**config.mk**
```make
export PLATFORM = sky130hd
export DESIGN_NAME = sys_launcher
export DESIGN_NICKNAME = d
export VERILOG_FILES = /design/src/rtl/sys_launcher.sv
export SDC_FILE = /design/constraint.sdc
export NUM_CORES = 1
export LEC_CHECK = 0
export BUFFER_PORTS_ARGS = -buffer_cell sky130_fd_sc_hd__buf_2
export CORE_MARGIN = 1
export CORE_UTILIZATION = 50
export CTS_BUF_LIST = sky130_fd_sc_hd__clkbuf_8
export CTS_CLUSTER_SIZE = 12
export DETAILED_ROUTE_END_ITERATION = 6
export PLACE_DENSITY = 0.86
export SYNTH_ARGS = -nofsm -noshare
export SYNTH_HDL_FRONTEND = slang
export SYNTH_SLANG_ARGS = --single-unit
```
**constraint.sdc**
```tcl
create_clock -name clk -period 4.8 [get_ports clk]
set_input_delay 0 -clock clk [delete_from_list [all_inputs] [get_ports clk]]
set_output_delay 0 -clock clk [all_outputs]
set_load 0.03 [all_outputs]
```
**src/rtl/sys_launcher.sv**
```systemverilog
// Job launcher for a systolic GEMM array: accepts a dimension descriptor, checks it,
// runs the controller with a timeout, then holds a result until the consumer takes it.
module sys_launcher #(
    parameter int SYS_ARR_SIZE = 8,
    parameter int INTEGER_BIT  = 8,
    parameter int TIMEOUT      = 1023
) (
    input  logic                   clk,
    input  logic                   rst_n,
    input  logic                   cmd_valid,
    output logic                   cmd_ready,
    input  logic [INTEGER_BIT-1:0] cmd_m,
    input  logic [INTEGER_BIT-1:0] cmd_k,
    input  logic [INTEGER_BIT-1:0] cmd_n,
    input  logic                   cmd_ws_os,
    output logic                   ctrl_enable,
    input  logic                   ctrl_finish,
    output logic [INTEGER_BIT-1:0] ctrl_m,
    output logic [INTEGER_BIT-1:0] ctrl_k,
    output logic [INTEGER_BIT-1:0] ctrl_n,
    output logic                   ctrl_ws_os,
    output logic                   resp_valid,
    input  logic                   resp_ready,
    output logic [1:0]             resp_err,
    output logic [15:0]            resp_cycles,
    output logic                   busy
);

    typedef enum logic [1:0] {
        IDLE  = 2'd0,
        RUN   = 2'd1,
        CLEAR = 2'd2,
        RESP  = 2'd3
    } state_t;

    localparam logic [INTEGER_BIT:0] MAX_DIM     = (INTEGER_BIT + 1)'(SYS_ARR_SIZE);
    localparam logic [15:0]          TIMEOUT_VAL = 16'(TIMEOUT);

    localparam logic [1:0] ERR_OK      = 2'b00;
    localparam logic [1:0] ERR_DIM     = 2'b01;
    localparam logic [1:0] ERR_TIMEOUT = 2'b10;

    state_t      state;
    state_t      next_state;
    logic [15:0] cycle_cnt;
    logic [15:0] cnt_inc;
    logic        accept;
    logic        cmd_bad;
    logic        timed_out;

    function automatic logic dim_bad(input logic [INTEGER_BIT-1:0] d);
        return (d == '0) || ({1'b0, d} > MAX_DIM);
    endfunction

    assign cmd_ready  = (state == IDLE);
    assign busy       = (state != IDLE);
    assign resp_valid = (state == RESP);
    assign accept     = cmd_valid & cmd_ready;
    assign cmd_bad    = dim_bad(cmd_m) | dim_bad(cmd_k) | dim_bad(cmd_n);

    // cnt_inc is the number of enabled cycles including the current RUN cycle.
    assign cnt_inc   = (cycle_cnt == 16'hFFFF) ? cycle_cnt : cycle_cnt + 16'd1;
    assign timed_out = (cnt_inc == TIMEOUT_VAL);

    always_ff @(posedge clk or negedge rst_n) begin
        if (!rst_n) begin
            state <= IDLE;
        end else begin
            state <= next_state;
        end
    end

    always_comb begin
        next_state = state;
        case (state)
            IDLE: begin
                if (accept) begin
                    next_state = cmd_bad ? RESP : RUN;
                end
            end
            RUN: begin
                if (ctrl_finish || timed_out) begin
                    next_state = CLEAR;
                end
            end
            // Wait for the controller to drop finish so its next job restarts from zero.
            CLEAR: begin
                if (!ctrl_finish) begin
                    next_state = RESP;
                end
            end
            RESP: begin
                if (resp_ready) begin
                    next_state = IDLE;
                end
            end
            default: next_state = IDLE;
        endcase
    end

    always_ff @(posedge clk or negedge rst_n) begin
        if (!rst_n) begin
            ctrl_enable <= 1'b0;
            ctrl_m      <= '0;
            ctrl_k      <= '0;
            ctrl_n      <= '0;
            ctrl_ws_os  <= 1'b0;
            cycle_cnt   <= 16'd0;
            resp_err    <= ERR_OK;
            resp_cycles <= 16'd0;
        end else begin
            ctrl_enable <= (next_state == RUN);
            if (accept) begin
                ctrl_m     <= cmd_m;
                ctrl_k     <= cmd_k;
                ctrl_n     <= cmd_n;
                ctrl_ws_os <= cmd_ws_os;
                cycle_cnt  <= 16'd0;
                if (cmd_bad) begin
                    resp_err    <= ERR_DIM;
                    resp_cycles <= 16'd0;
                end
            end
            if (state == RUN) begin
                cycle_cnt <= cnt_inc;
                if (next_state == CLEAR) begin
                    resp_cycles <= cnt_inc;
                    resp_err    <= ctrl_finish ? ERR_OK : ERR_TIMEOUT;
                end
            end
        end
    end

endmodule

```
# After elaboration in Yosys (flattened, before gate mapping)

Cells that the tools add are included.

Logic and storage cells: 51
Register bits: 62

Magnitude comparators: 3
$add $sub $neg: 1
Muxes and demuxes: 18
Eq/ne operators: 7
Bitwise logic cells: 3
Reduce and logical (&&, ||, !) cells: 10

Operators by type and width:

| cell                    | number |
|---|---|
| $mux W16                | 7 |
| $gt A8 B4 Y1 const B    | 3 |
| $logic_not A8 Y1        | 3 |
| $mux W2                 | 10 |
| $add A16 B1 Y16 const B | 1 |
| $eq A16 B10 Y1 const B  | 1 |
| $eq A16 B16 Y1 const B  | 1 |
| $pmux W2 S4             | 1 |
| $eq A2 B2 Y1 const B    | 3 |
| $eq A2 B1 Y1 const B    | 2 |
| $logic_or A1 B1 Y1      | 4 |
| $reduce_bool A2 Y1      | 2 |
| $logic_not A2 Y1        | 1 |
| $or A1 B1 Y1            | 2 |
| $and A1 B1 Y1           | 1 |

# Depth between registers and ports, before layout

Word-level depth: 10
Depth in mapped cells: 10
Gate-level depth less buffers: 8

# Worst setup path before layout

No wires, ideal clock.

Kind: reg-to-reg
Start: register cycle_cnt[0]
End: register resp_cycles[5]
Setup time: 0.126 ns
Stages on the path, launching flop included: 11
Slack: 2.224 ns
Data arrival time: 2.450 ns
Data required time: 4.674 ns
Path through: dfrtp_1 ha_1 buf_4 nand4_2 nor4_4 buf_4 nor4_1 o2111ai_2 o21bai_4 a21boi_4 a221o_1

Word-level cells in the longest chain between the ends: 9

RTL lines:

| item                                              | line | source |
|---|---|---|
| start, declared                                   | 45   | `logic [15:0] cycle_cnt;` |
| start signal, assigned                            | 125  | `cycle_cnt <= cnt_inc;` |
| $add A16 B1 Y16 or $eq A16 B16 Y1 (tied branches) | 62   | `assign cnt_inc = (cycle_cnt == 16'hFFFF) ? cycle_cnt : cycle_cnt + 16'd1;` |
| $mux W16 (*)                                      | 62   |  |
| $eq A16 B10 Y1                                    | 63   | `assign timed_out = (cnt_inc == TIMEOUT_VAL);` |
| $logic_or A1 B1 Y1                                | 82   | `if (ctrl_finish \|\| timed_out) begin` |
| $mux W2                                           | 82   |  |
| $pmux W2 S4                                       | 75   | `case (state)` |
| $eq A2 B2 Y1                                      | 126  | `if (next_state == CLEAR) begin` |
| $mux W16 (*)                                      | 126  |  |
| $mux W16 (*)                                      | 124  | `if (state == RUN) begin` |
| end signal, assigned                              | 127  | `resp_cycles <= cnt_inc;` |
| end, declared                                     | 25   | `output logic [15:0] resp_cycles,` |

Mark *: on every way between the ends. The rest lies on a longest branch, timed or not.
A chain may end at the register's enable or synchronous reset.

# Final worst setup path

Start: register cycle_cnt[1]
End: register resp_cycles[5]

The elaborated chain is that of the path after synthesis.

==> results.json <==
{
  "grt_pass1_wl_um": 14720,
  "finalCriticalPeriod_ps": 3332,
  "grt_pass1_vias": 2966,
  "syn_to_final_growth_pct": 28.33,
  "cp_num_buf_inv": 0,
  "core_mm2": 0.005956,
  "start_util_pct": 52.44,
  "slew_headroom_pct": 33.19,
  "cts_tree": "yes",
  "layout_commonest_cell": "nand2_1",
  "dp.final_hpwl_um": 5656,
  "worst_slew_pin_slew_ps": 999.7,
  "place.gp.congestion": 0.9195,
  "crit_chain": "ha_1 > nand4_2 > nor4_4 > o31a_1 > o2111ai_2 > o21bai_4 > a21boi_4 > a221o_1",
  "p_per_area_mw_per_mm2": 569.1,
  "ios": 77,
  "critical-path-top-delay-family": "compound AO/OA/AOI/OAI gates",
  "die_h_um": 81.03,
  "grt_usage_pct": 30.38,
  "wire_per_inst_um": 18.02,
  "post-route-util_pct": 67.29,
  "min_path_cells": 3,
  "clk_path_buf_depth": 2,
  "synthesis.area_mm2": 0.003123,
  "yosysSeqAreaShare_pct": 49.68,
  "cts_sinks": 62,
  "synth_cells": 340,
  "syn-num-nets": 371,
  "clock_skew_ps": 10.20,
  "numCtsBuffers": 9,
  "drtIter0Drc": 322,
  "ys_warn_count": 0,
  "startpoint_type": "flip-flop",
  "crit_arrival_ps": 3550,
  "clk_pin_slew_ps": 70,
  "die-area_mm2": 0.006566,
  "slowest_stage": "nor4_4",
  "crit_cells": 8,
  "portBuffers": 76,
  "final_cell_mix": "99 x nand2_1, 76 x buf_2, 62 x dfrtp_1, 27 x dlygate4sd3_1, 19 x o21ai_0",
  "max_freq_mhz": 300.2,
  "postRouteAntennaNets": 0,
  "via_count": 3036,
  "cp_max_fo": 12,
  "ys_async_sr_fraction_pct": 100.0,
  "antennaDiodeCount": 0,
  "critPathMaxStageDelay_ps": 690,
  "p_leak_nw": 2.021,
  "slew_violations": 0,
  "fillCellCount": 447,
  "cts_resized": 0,
  "wl_um": 9280,
  "crit_type": "reg -> reg",
  "synth_edf_count": 0,
  "synth_seq_cells": 62,
  "viasPerCell": 5.895,
  "hp-class": "in -> reg",
  "overflow": 0,
  "die_x_um": 81.03,
  "vdd_ir_drop_max_uv": 435.9,
  "drc": 0,
  "r2r_cells": 8,
  "synth.distinct_cells": 55,
  "rsz0062_at_grt": "no",
  "end_kind": "flip-flop",
  "firstDrtPassIters": 5,
  "outcome": "complete, no violations",
  "num-nets-final": 466,
  "cts_root_buffer": "clkbuf_8",
  "rows": 28,
  "fin_tns_setup_ps": 0,
  "cap_viol_max_count": 0,
  "post-route-period-util_pct": 69.41,
  "power_mw": 2.281,
  "grt_max_degree": 63,
  "syn_area_per_cell_um2": 9.185,
  "hold_viol": 0,
  "antenna_found_initial": 0,
  "clk_latency_ps": 340,
  "synthFlopType": "dfrtp_1",
  "hold_buffers": 27,
  "cp.required_ps": 5020,
  "drive_gt1_share_pct": 23.64,
  "setup_viol": 0,
  "post_cts_buffers": 0,
  "cts_max_level": 3
}
## power breakdown
part           leakage (nW)  internal [mW]  switching, mW  total, mW
clock                 0.118          0.306          0.210      0.516
sequential            0.816          0.689          0.154      0.843
combinational          1.09          0.273          0.649      0.922
## Yosys cell counts (3+ instances only)
cell type | instances | area share (%)
nor2_1 | 13 | 1.6
nand4_1 | 5 | 1.0
a31oi_1 | 4 | 0.80
a32o_1 | 3 | 0.96
xnor2_1 | 5 | 1.4
buf_2 | 3 | 0.48
nand3_1 | 13 | 2.1
nand2_1 | 99 | 12
a21oi_1 | 9 | 1.4
o21ai_0 | 19 | 3.0
nor4_1 | 8 | 1.6
inv_1 | 6 | 0.72
clkbuf_1 | 12 | 1.4
xor2_1 | 4 | 1.1
o31ai_1 | 4 | 0.96
mux2i_1 | 9 | 2.9
nor3_1 | 7 | 1.1
dfrtp_1 | 62 | 50
and3_1 | 5 | 1.0
and2_1 | 3 | 0.60
## kinds of logic after synthesis
logic type      count (synthesis)  share of synthesized area (%)
xor+xnor                        9                          2.524
simple gates                  168                          25.28
mux                            10                          3.365
compound gates                 63                          14.86
fa+ha+maj                       1                         0.4006
flops                          62                          49.68
buf+inv                        27                          3.886
## registers in the layout, indices dropped and copies added (netlist names)
| register | count |
|---|---|
| ctrl_ws_os | 1 |
| resp_cycles | 16 |
| state | 2 |
| ctrl_m | 8 |
| ctrl_k | 8 |
| ctrl_n | 8 |
| ctrl_enable | 1 |
| resp_err | 2 |
| cycle_cnt | 16 |
## layout make-up
class / instances / area [um^2] / share of cell area (%)
clock buffer: 10 / 137.6 / 3.434
clock inverter: 6 / 86.33 / 2.154
inverter: 6 / 22.52 / 0.5620
sequential: 62 / 1551 / 38.71
multi-input combinational: 251 / 1450 / 36.18
tap: 75 / 93.84 / 2.342
timing repair buffer: 105 / 665.6 / 16.61
## worst reg2reg max path, delay by kind of cell, from the launching register on
kind,cells,cell delay (ps)
AOI/OAI and AO/OA,5,1340
adders and majority gates,1,420
and+or+nand+nor,2,940
DFF,1,520
## through the flow
| stage | instances | setup slack (ps) | hold WS (ps) | area (um^2) |
|---|---|---|---|---|
| finish | 515 | 1468 | 55.29 | 4008 |
| global placement | 472 | 1629 | 190.6 | 3513 |
| detailed placement | 472 | 1536 | 194.2 | 3513 |
| CTS | 515 | 1497 | 43.82 | 4008 |
| floorplan | 340 | 2224 | -295.6 | 3123 |
| global route | 515 | 1281 | 61.21 | 4008 |
## final timing paths
kind | endpoint | slack, ps | startpoint
setup / recovery | resp_cycles[5] | 1470 | cycle_cnt[1]
hold / removal | resp_cycles[10] | 60 | ctrl_finish
setup reg to reg | resp_cycles[5] | 1470 | cycle_cnt[1]
hold reg to reg | ctrl_n[7] | 480 | ctrl_n[7]
max in group asynchronous | resp_cycles[8] | 3920 | rst_n
min in group asynchronous | cycle_cnt[6] | 330 | rst_n
## layer usage
metal	vias to the layer above	part of all wire [%]	wire [um]	global-route usage, %
met3	27	9.0	832	9.326
met2	192	48	4451	48.49
met5	-	0	0	0
met4	0	2.8	262	13.21
met1	1431	40	3734	38.00
li1	1386	-	-	-
No activity file was read; power rests on OpenSTA's default activity.
